--- config.mk ---
export PLATFORM = sky130hd
export DESIGN_NAME = add_round_key_16
export DESIGN_NICKNAME = d
export VERILOG_FILES = /design/src/rtl/add_round_key_16.sv
export SDC_FILE = /design/constraint.sdc
export NUM_CORES = 1
export LEC_CHECK = 0
export CAP_MARGIN = 20
export CORE_ASPECT_RATIO = 1.5
export CORE_UTILIZATION = 41
export DETAILED_ROUTE_END_ITERATION = 8
export DONT_BUFFER_PORTS = 1
export GPL_ROUTABILITY_DRIVEN = 0
export PLACE_DENSITY = 0.63
export SLEW_MARGIN = 20
export SYNTH_ARGS = -nofsm -noshare
export SYNTH_HDL_FRONTEND = slang
export SYNTH_SLANG_ARGS = --single-unit
--- constraint.sdc ---
create_clock -name clk -period 3.6 [get_ports clk]
set_input_delay 0.72 -clock clk [delete_from_list [all_inputs] [get_ports clk]]
set_output_delay 0.72 -clock clk [all_outputs]
set_load 0.005 [all_outputs]
--- src/rtl/add_round_key_16.sv ---
// Round-key addition stage: expands a 16-bit key into NUM_ROUNDS+1 round keys and
// XORs the selected one into each state word. Optional feature macro: ARK_ROUND_CHECK_EN.
module add_round_key_16 #(
    parameter int NUM_ROUNDS = 2,
    parameter int RIDX_W     = 2
) (
    input  logic              clk,
    input  logic              rst,
    input  logic              key_load,
    input  logic [15:0]       key_in,
    output logic              key_ready,
    input  logic              in_valid,
    output logic              in_ready,
    input  logic [RIDX_W-1:0] in_round,
    input  logic [15:0]       data_in,
    output logic              out_valid,
    input  logic              out_ready,
`ifdef ARK_ROUND_CHECK_EN
    output logic [15:0]       data_out,
    output logic              err_out
`else
    output logic [15:0]       data_out
`endif
);

    localparam logic [RIDX_W-1:0] LAST_IDX = RIDX_W'(NUM_ROUNDS);
    localparam logic [RIDX_W-1:0] ONE_IDX  = RIDX_W'(1);

    typedef enum logic [1:0] {
        ST_IDLE   = 2'd0,
        ST_EXPAND = 2'd1,
        ST_READY  = 2'd2
    } state_t;

    state_t            state_r;
    state_t            state_s;
    logic [15:0]       key_r [0:NUM_ROUNDS];
    logic [RIDX_W-1:0] rcnt_r;
    logic [3:0]        rcon_r;
    logic [15:0]       next_key_s;
    logic [RIDX_W-1:0] sel_idx_s;
    logic              xfer_s;
    logic              bad_round_s;

    function automatic logic [3:0] sbox(input logic [3:0] x);
        logic [3:0] y;
        case (x)
            4'h0: y = 4'hE;  4'h1: y = 4'h4;  4'h2: y = 4'hD;  4'h3: y = 4'h1;
            4'h4: y = 4'h2;  4'h5: y = 4'hF;  4'h6: y = 4'hB;  4'h7: y = 4'h8;
            4'h8: y = 4'h3;  4'h9: y = 4'hA;  4'hA: y = 4'h6;  4'hB: y = 4'hC;
            4'hC: y = 4'h5;  4'hD: y = 4'h9;  4'hE: y = 4'h0;  4'hF: y = 4'h7;
            default: y = 4'h0;
        endcase
        return y;
    endfunction

    // Multiply by x modulo x^4+x+1.
    function automatic logic [3:0] gf_mul2(input logic [3:0] a);
        return {a[2:0], 1'b0} ^ (a[3] ? 4'h3 : 4'h0);
    endfunction

    function automatic logic [15:0] round_key_next(input logic [15:0] prev, input logic [3:0] rcon);
        logic [3:0] w4, w5, w6, w7;
        w4 = prev[15:12] ^ sbox(prev[3:0]) ^ rcon;
        w5 = prev[11:8] ^ w4;
        w6 = prev[7:4] ^ w5;
        w7 = prev[3:0] ^ w6;
        return {w4, w5, w6, w7};
    endfunction

    assign key_ready   = (state_r == ST_READY);
    assign in_ready    = key_ready && (!out_valid || out_ready);
    assign xfer_s      = in_valid && in_ready;
    assign bad_round_s = (in_round > LAST_IDX);

    // Round-key derivation and index clamping.
    always_comb begin
        next_key_s = round_key_next(key_r[rcnt_r - ONE_IDX], rcon_r);
        if (bad_round_s) begin
            sel_idx_s = LAST_IDX;
        end else begin
            sel_idx_s = in_round;
        end
    end

    // Next-state logic for the key-expansion FSM.
    always_comb begin
        state_s = state_r;
        case (state_r)
            ST_IDLE: begin
                if (key_load) state_s = ST_EXPAND;
                else          state_s = ST_IDLE;
            end
            ST_EXPAND: begin
                if (key_load)                 state_s = ST_EXPAND;
                else if (rcnt_r == LAST_IDX)  state_s = ST_READY;
                else                          state_s = ST_EXPAND;
            end
            ST_READY: begin
                if (key_load) state_s = ST_EXPAND;
                else          state_s = ST_READY;
            end
            default: state_s = ST_IDLE;
        endcase
    end

    // FSM state register.
    always_ff @(posedge clk) begin
        if (rst) begin
            state_r <= ST_IDLE;
        end else begin
            state_r <= state_s;
        end
    end

    // Key store: K0 on load, then one derived key per EXPAND cycle.
    always_ff @(posedge clk) begin
        if (rst) begin
            for (int i = 0; i <= NUM_ROUNDS; i++) begin
                key_r[i] <= 16'h0000;
            end
            rcnt_r <= '0;
            rcon_r <= 4'h0;
        end else if (key_load) begin
            key_r[0] <= key_in;
            rcnt_r   <= ONE_IDX;
            rcon_r   <= 4'h1;
        end else if (state_r == ST_EXPAND) begin
            key_r[rcnt_r] <= next_key_s;
            rcnt_r        <= rcnt_r + ONE_IDX;
            rcon_r        <= gf_mul2(rcon_r);
        end else begin
            rcnt_r <= rcnt_r;
            rcon_r <= rcon_r;
        end
    end

    // Output register with valid/ready handshake.
    always_ff @(posedge clk) begin
        if (rst) begin
            out_valid <= 1'b0;
            data_out  <= 16'h0000;
`ifdef ARK_ROUND_CHECK_EN
            err_out   <= 1'b0;
`endif
        end else if (xfer_s) begin
            out_valid <= 1'b1;
`ifdef ARK_ROUND_CHECK_EN
            if (bad_round_s) begin
                data_out <= 16'h0000;
                err_out  <= 1'b1;
            end else begin
                data_out <= data_in ^ key_r[sel_idx_s];
                err_out  <= 1'b0;
            end
`else
            data_out  <= data_in ^ key_r[sel_idx_s];
`endif
        end else if (out_valid && out_ready) begin
            out_valid <= 1'b0;
        end else begin
            out_valid <= out_valid;
        end
    end

endmodule

# Yosys cells after proc, flatten, opt, wreduce, memory -nomap -nowiden
# Memory sizes are Yosys's and may differ from the RTL's.
# Cells that the tools add are included.
# word_totals
in_bits,39
output_inout_bits,19
memories,2
romBits,64
regBits,25
word_cells,59
ramBits,48
# classes
n_eq_ne,3
reduce_logical,10
n_mux,26
n_bitwise,8
magnitude_cmp,1
add_sub_neg,2
# memory_table
memory,words,word_bits,rd,rd_clocked_by_memory_dff,wr,line,rtl
(name not given),16,4,1,0,0,47,case (x)
key_r,3,16,2,0,3,37,logic [15:0] key_r [0:NUM_ROUNDS];
# op_table
operator,n
16-bit 2-to-1 mux,2
4-bit XOR,5
1-bit 2-to-1 mux,17
16-bit OR reduction,1
16-bit XOR,1
2-bit 2-to-1 mux,6
2-bit case mux with 3 select lines,1
2-bit == test (second input constant),2
2-bit nonzero test,2
4-bit by 2-bit XOR with 4-bit output,1
1-bit logical AND,3
2-bit by 1-bit adder with 2-bit output (second input constant),1
2-bit by 1-bit == test with 1-bit output (second input constant),1
2-bit > comparator (second input constant),1
2-bit zero test,1
2-bit OR reduction,1
2-bit by 1-bit subtractor with 2-bit output (second input constant),1
1-bit zero test,1
1-bit logical OR,1
1-bit bitwise OR,1

# Depth between registers and ports, before layout
# Gate-level depths: netlist (run 1).
# An unclocked memory read counts as a cell.
# depth
depth_word,9
mapped_depth,14
mapped_depth_nobuf,11

# Worst setup path after synthesis (run 1)
# Ideal clock, no wire load.
# synth_path
path_type,reg2reg
startpoint,register rcnt_r[0]
endpoint,"memory key_r[0][2], data pin"
path_buffers,3
path_slack_ns,-0.201
setup_ns,0.269
t_arrival_ns,3.531
period_less_slack_ns,3.801
required_time_ns,3.331
stages_incl_launch_ff,15
path_cell_list,dfxtp_1 buf_2 buf_1 inv_1 ha_1 buf_6 mux4_2 inv_1 ha_1 inv_1 a222oi_1 xnor3_1 xnor2_2 o21ai_2 nor2b_4
# synth_lines
element,line,rtl
start: declaration,38,logic [RIDX_W-1:0] rcnt_r;
start signal: assignment,130,rcnt_r <= rcnt_r + ONE_IDX;
start signal: assignment,133,rcnt_r <= rcnt_r;
end: declaration,37,

==> results of run 1 <==
## flip-flops by register name, indices dropped and copies added (netlist names)
| signal | cells |
|---|---|
| rcnt_r | 2 |
| state_r | 2 |
| key_r | 64 |
| rcon_r | 4 |
| data_out | 16 |
| out_valid | 1 |
## synthesized netlist by cell type, drive strengths merged, types with 6 or more instances
library cell   n
nor2          72
edfxtp        64
xnor2         36
nand2         28
dfxtp         25
a211oi        21
mux2i         21
o21ai         21
clkbuf        20
mux4          16
inv           14
a21oi         11
nor2b          9
nand2b         7
xor2           7
buf            6
ha             6
nor3           6
## worst max-delay path, delay by kind of cell, from the launching register on
kind / cells / cell delay (ps)
AOI/OAI and AO/OA: 1 / 130
xor gates and xnor gates: 2 / 630
muxes: 3 / 1250
and+or+nand+nor: 1 / 140
adders and majority gates: 1 / 420
DFF: 1 / 330
buffers and inverters: 2 / 240
## routing by layer
metal  vias up  GRT usage  share of wire
met3        13     0.0338          0.057
met2        98      0.344           0.56
met5         -          0              0
met1      1431      0.233           0.36
li1       1444          -              -
met4         0     0.0941          0.021
## cell families (layout without fill, tap and decap cells)
logic type	Yosys count	in the layout	share of synthesized area
and+or+nand+nor	132	132	0.124
DFF	89	89	0.524
AOI/OAI and AO/OA	61	61	0.0847
xor gates and xnor gates	44	44	0.0880
buffers and inverters	40	43	0.0352
muxes	38	38	0.127
adders and majority gates	6	6	0.0162
## cell type report
cell class                      count  share of cell area
Clock inverter                      7              0.0136
Clock buffer                        9              0.0439
Timing Repair Buffer               13              0.0214
Sequential cell                    89               0.472
Tap cell                          147              0.0358
Multi-Input combinational cell    281               0.403
Inverter                           14              0.0102
## worst max path at each step
stage / start / to / slack, ps / cells past startpoint
floorplan: rcnt_r[0] / key_r[0][2] / -20 / 14
global placement: rcnt_r[0] / key_r[0][2] / 130 / 10
detailed placement: rcnt_r[0] / key_r[0][2] / 110 / 10
CTS: rcnt_r[0] / key_r[0][2] / 90 / 10
global route: rcnt_r[0] / key_r[0][11] / 60 / 11
finish: rcnt_r[0] / key_r[0][11] / 220 / 10
## layout by cell type (no fill, tap or decap), types with 14 or more instances in the layout
cell type   n
dfxtp_1    25
nor2_1     72
xnor2_1    33
inv_1      14
a211oi_1   21
o21ai_0    19
mux4_2     14
nand2_1    28
edfxtp_1   64
mux2i_1    20
## repair_timing
item	4_1_cts	5_1_grt
buffers inserted	0	2
endpoints found under the hold margin	0	0
endpoints found under the setup margin	0	15
resized for setup	0	4
## where the power goes
| group | total (mW) | switching [mW] | internal (mW) |
|---|---|---|---|
| registers | 1.17 | 0.0224 | 1.14 |
| logic | 0.600 | 0.333 | 0.267 |
| clock network | 0.925 | 0.388 | 0.537 |
==> impl_metrics.py, run 1 <==
metrics = {
    "worst_setup_path": {
        "r2r_cells": 10,
        "path_common_cell": "xor2_1",
        "setup.reg_to_reg.worst_slack_ps": 220,
        "critical_path_s_slowest_cell": "mux4_2",
        "timing.critical_path.from_type": "flip-flop",
        "worst_ep_arrival_time_ps": 3460,
        "crit_fanout": 10,
        "worst_path_largest_cell_delay_ps": 640,
        "worstSetupPathType": "flip-flop to flip-flop",
        "crit_chain": "inv_1 -> ha_2 -> buf_12 -> mux4_2 -> mux2_2 -> mux2i_1 -> xor2_1 -> xor2_1 -> a21oi_1 -> nor2b_1",
        "critical_path_rt_ps": 3690,
        "critical_path.endpoint_type": "flip-flop",
        "r2r-start": "rcnt_r[0]",
        "worstReg2RegEnd": "key_r[0][11]",
    },
    "sta": {
        "final.hold.worst_slack_ps": 443,
        "highest_attainable_clock_frequency_mhz": 296,
        "final_slew_viol_count": 0,
        "timing.final.crit_period_ps": 3380,
        "timing.slew.headroom": 0.362,
        "setup-tns-final_ps": 0,
        "post-route-worst-setup-slack_ps": 222,
        "report.final.hold_viol_count": 0,
        "timing.final.setup_violations": 0,
        "grt_setup_unrepaired": "false",
        "finalClockSkew_ps": 7.59,
        "post-route-period-util": 0.938,
        "tightestPinTransition_ps": 957,
    },
    "worst_hold_path": {
        "hold_start": "rst",
        "holdPathStages": 1,
        "hold_path_class": "input pin to flip-flop",
        "min_to": "rcnt_r[0]",
    },
    "synth": {
        "synthesis.area_um2": 4620,
        "cell_accounting_for_the_most_synthesized_area": "edfxtp_1",
        "synth_top_area_share": 0.416,
        "ys_async_sr_fraction": 0,
        "ys_seq_area_frac": 0.524,
        "ys_top_cells_by_area": "edfxtp_1 (42%), dfxtp_1 (11%), mux4_2 (6.8%)",
        "synth.lib_cells_used.distinct": 40,
        "avgSynthCellArea_um2": 11.3,
        "syn_nets": 455,
        "synthesis.instances": 410,
        "ys_flop_type": "edfxtp_1",
        "yosys_warnings": 0,
        "synth_seq_cells": 89,
        "synth_edf_count": 64,
    },
    "clock_network": {
        "clk_transition_reported_paths_ps": 70,
        "worst_skew_pair.late_latency_ps": 340,
        "cts-buffers-inserted": 9,
        "ctsRootBufferMaster": "clkbuf_16",
        "htree_num_levels": 3,
        "max-clock-path-buffers": 2,
        "postCtsHoldBufs": 0,
        "clock_tree_from_tritoncts": "done",
        "clock_sink_count": 89,
    },
    "power": {
        "power-per-cell-area_nw_per_um2": 524,
        "sum_of_internal_switching_and_leakage_power_mw": 2.69,
        "power.leakage_nw": 1.87,
        "max_vdd_drop_v": 0.000241,
    },
    "placed_design": {
        "place.port_buffers": 0,
        "placement.setup.worst_slack_ps": 115,
        "placed_cells_incl_taps": 542,
        "placed_cell_area_um2": 4800,
        "detailed_place_hpwl_um": 7310,
    },
    "die": {
        "rows": 47,
        "fp.dieArea_um2": 11700,
        "dieHeight_um": 132,
        "die_w_um": 88.7,
        "core_area_um2": 11000,
        "ios": 58,
        "starting_density": 0.420,
    },
    "route": {
        "num_vias": 2986,
        "avgRoutedWirePerCell_um": 19.1,
        "final_antenna_net_count": 0,
        "drc": 0,
        "finalWirelength_um": 10700,
        "vias_per_cell": 5.33,
        "drt_first_pass_iters": 4,
        "number_of_violations_reported_at_the_end_of_detailed_routing_iteration_0": 229,
    },
    "cells_and_area": {
        "area_growth_pct": 11.1,
        "finalInstanceArea_um2": 5130,
        "finish.net_count": 453,
        "stdcell_count": 560,
        "filler_cell_count": 994,
        "post_route_cells_drive_above_1_share": 0.128,
        "antenna_cells_inserted": 0,
        "post-route-util": 0.467,
        "register_area_um2": 2420,
        "multiInputGateArea_um2": 2070,
    },
    "grt": {
        "grt_antenna_before_repair": 0,
        "grt_first_pass_wirelength_um": 16600,
        "globalRoute.totalOverflow": 0,
        "first_global_vias": 3096,
        "pin_count_of_the_biggest_net_entering_global_routing": 33,
        "global_router_s_overall_resource_usage": 0.199,
    },
    "run": {
        "max_cap_violations": 0,
    },
    "outcome": {
        "run_status": "finished clean",
    },
}
No activity file was read; power rests on OpenSTA's default activity.
==> run 2: changes to the inputs <==
--- a/config.mk
+++ b/config.mk
@@ -12,6 +12,7 @@
 export DONT_BUFFER_PORTS = 1
 export GPL_ROUTABILITY_DRIVEN = 0
 export PLACE_DENSITY = 0.63
+export RECOVER_POWER = 100
 export SLEW_MARGIN = 20
 export SYNTH_ARGS = -nofsm -noshare
 export SYNTH_HDL_FRONTEND = slang
==> run 2 against run 1 <==
Utilization decreased by 0.26 points. Sequential cell count unchanged. Die area unchanged. Wire length decreased by 0.31%. Sequential power about the same. Cell area decreased by 0.56%. Non-clock buffer count unchanged. Via count increased by 0.10%. Worst setup slack got worse by 1.8 ps. Clock skew decreased by 1.7 ps. Maximum frequency about the same. Critical path type unchanged. Critical endpoint is now key_r[0][2].
==> impl_metrics.py, run 2 (synthesis results as in run 1) <==
metrics = {
    "placed_design": {
        "place.port_buffers": 0,
        "detailed_place_hpwl_um": 7310,
        "placed_cell_area_um2": 4800,
        "placement.setup.worst_slack_ps": 115,
    },
    "die": {
        "fp.dieArea_um2": 11700,
        "ios": 58,
        "rows": 47,
        "die_w_um": 88.7,
        "starting_density": 0.420,
        "core_area_um2": 11000,
        "dieHeight_um": 132,
    },
    "clock_network": {
        "cts-buffers-inserted": 9,
        "clk_transition_reported_paths_ps": 60,
        "worst_skew_pair.late_latency_ps": 340,
        "clock_tree_from_tritoncts": "done",
        "htree_num_levels": 3,
        "max-clock-path-buffers": 2,
        "ctsRootBufferMaster": "clkbuf_16",
        "clock_sink_count": 89,
    },
    "outcome": {
        "run_status": "finished clean",
    },
    "sta": {
        "post-route-period-util": 0.939,
        "finalClockSkew_ps": 5.84,
        "timing.slew.headroom": 0.0824,
        "final_slew_viol_count": 0,
        "highest_attainable_clock_frequency_mhz": 296,
        "post-route-worst-setup-slack_ps": 220,
        "timing.final.crit_period_ps": 3380,
        "grt_setup_unrepaired": "false",
        "timing.final.setup_violations": 0,
        "tightestPinTransition_ps": 1380,
        "report.final.hold_viol_count": 0,
        "setup-tns-final_ps": 0,
    },
    "power": {
        "switching_share": 0.275,
        "power.share.combinational": 0.221,
        "power.leakage_nw": 1.85,
        "p_int_mw": 1.94,
        "power-per-cell-area_nw_per_um2": 525,
        "seqPwrFrac": 0.435,
        "max_vdd_drop_v": 0.000241,
        "net-switching-power_mw": 0.739,
        "clkPwrFrac": 0.344,
    },
    "cells_and_area": {
        "finalInstanceArea_um2": 5110,
        "post_route_cells_drive_above_1_share": 0.109,
        "max_flop_register": "key_r",
        "finish.net_count": 453,
        "commonest_non_fill_non_tap_cells_in_the_layout": "nor2_1 (72), edfxtp_1 (64), xnor2_1 (33)",
        "post-route-util": 0.464,
        "leading_registers_by_flop_count": "key_r x64, data_out x16, rcon_r x4",
        "antenna_cells_inserted": 0,
        "largest_register_ffs": 64,
        "area_growth_pct": 10.4,
        "final_common_cell": "nor2_1",
    },
    "route": {
        "number_of_violations_reported_at_the_end_of_detailed_routing_iteration_0": 233,
        "finalWirelength_um": 10700,
        "drc": 0,
        "num_vias": 2989,
        "avgRoutedWirePerCell_um": 19.1,
        "drt_first_pass_iters": 4,
        "vias_per_cell": 5.34,
        "final_antenna_net_count": 0,
    },
    "run": {
        "max_cap_violations": 0,
    },
    "worst_setup_path": {
        "crit_fanout": 7,
        "worstSetupPathType": "flip-flop to flip-flop",
        "worst_ep_arrival_time_ps": 3460,
        "timing.critical_path.from_type": "flip-flop",
        "critical_path.endpoint_type": "flip-flop",
        "critical_path_rt_ps": 3680,
    },
    "grt": {
        "global_router_s_overall_resource_usage": 0.199,
        "grt_first_pass_wirelength_um": 16600,
        "grt_antenna_before_repair": 0,
        "first_global_vias": 3096,
        "pin_count_of_the_biggest_net_entering_global_routing": 33,
        "globalRoute.totalOverflow": 0,
    },
    "worst_hold_path": {
        "hold_path_class": "input pin to flip-flop",
    },
}
## run 2: changes by cell type in the layout (fill, tap and decap cells not counted)
| cell | previous run | this run |
|---|---|---|
| buf_4 | 12 | 6 |
| clkbuf_1 | 0 | 5 |
| and2_0 | 0 | 2 |
| and2_1 | 3 | 1 |
| or2_0 | 0 | 2 |
| or2_2 | 2 | 0 |
| clkbuf_2 | 0 | 1 |
| nor2b_1 | 8 | 9 |
| nor2b_4 | 1 | 0 |
| o21ai_0 | 19 | 20 |
| o21ai_1 | 1 | 0 |
## run 2: path summary, 6_finish.rpt
kind                                     to  slack [ps]       start  depth (start not counted)
worst max register to register  key_r[0][2]         220   rcnt_r[0]                         12
worst min-delay path              rcnt_r[0]         440         rst                          1
worst max-delay path            key_r[0][2]         220   rcnt_r[0]                         12
worst min register to register   state_r[0]         490  state_r[1]                          1
## run 2: power groups by stage
stage	Combinational (mW)	Clock (mW)	Sequential, mW
2_1_floorplan	0.460	0	1.18
3_3_place_gp	0.557	0	1.19
3_5_place_dp	0.560	0	1.19
4_1_cts	0.569	0.938	1.17
5_1_grt	0.649	0.972	1.17
6_report	0.593	0.922	1.17
## run 2: area by class of cell
cell class                 instances  area [µm²]
multi-input combinational        281        2060
inverter                          14        52.6
sequential                        89        2420
clock inverter                     7        70.1
fill                            1000        5890
timing repair buffer              13        88.8
tap                              147         184
clock buffer                       9         225
## run 2: routing by layer
layer | track usage | part of all wire | vias to the layer above
li1 | - | - | 1444
met1 | 0.233 | 0.38 | 1451
met2 | 0.344 | 0.55 | 81
met3 | 0.0338 | 0.047 | 13
met4 | 0.0941 | 0.020 | 0
met5 | 0 | 0 | -
## run 2: what timing repair did
item | in CTS | in global routing
setup endpoints to repair | 0 | 15
hold buffers | 0 | 0
resized for setup | 0 | 4
setup buffers | 0 | 2
## run 2: critical path, stage by stage, from the launching register on
cell and delay (ps):
dfxtp_1 330, inv_1 70, ha_2 420, mux4_2 620, inv_1 220, ha_1 190
inv_1 50, a222oi_1 200, clkbuf_1 190, xnor3_1 380, xnor2_2 220, o21ai_2 80
nor2b_1 160
## run 2: through the flow
step	instances	hold WS (ps)	power, mW
6_report	560	444	2.68
3_3_place_gp	542	461	1.74
3_5_place_dp	542	477	1.75
2_1_floorplan	410	458	1.64
4_1_cts	558	434	2.67
5_1_grt	560	432	2.79
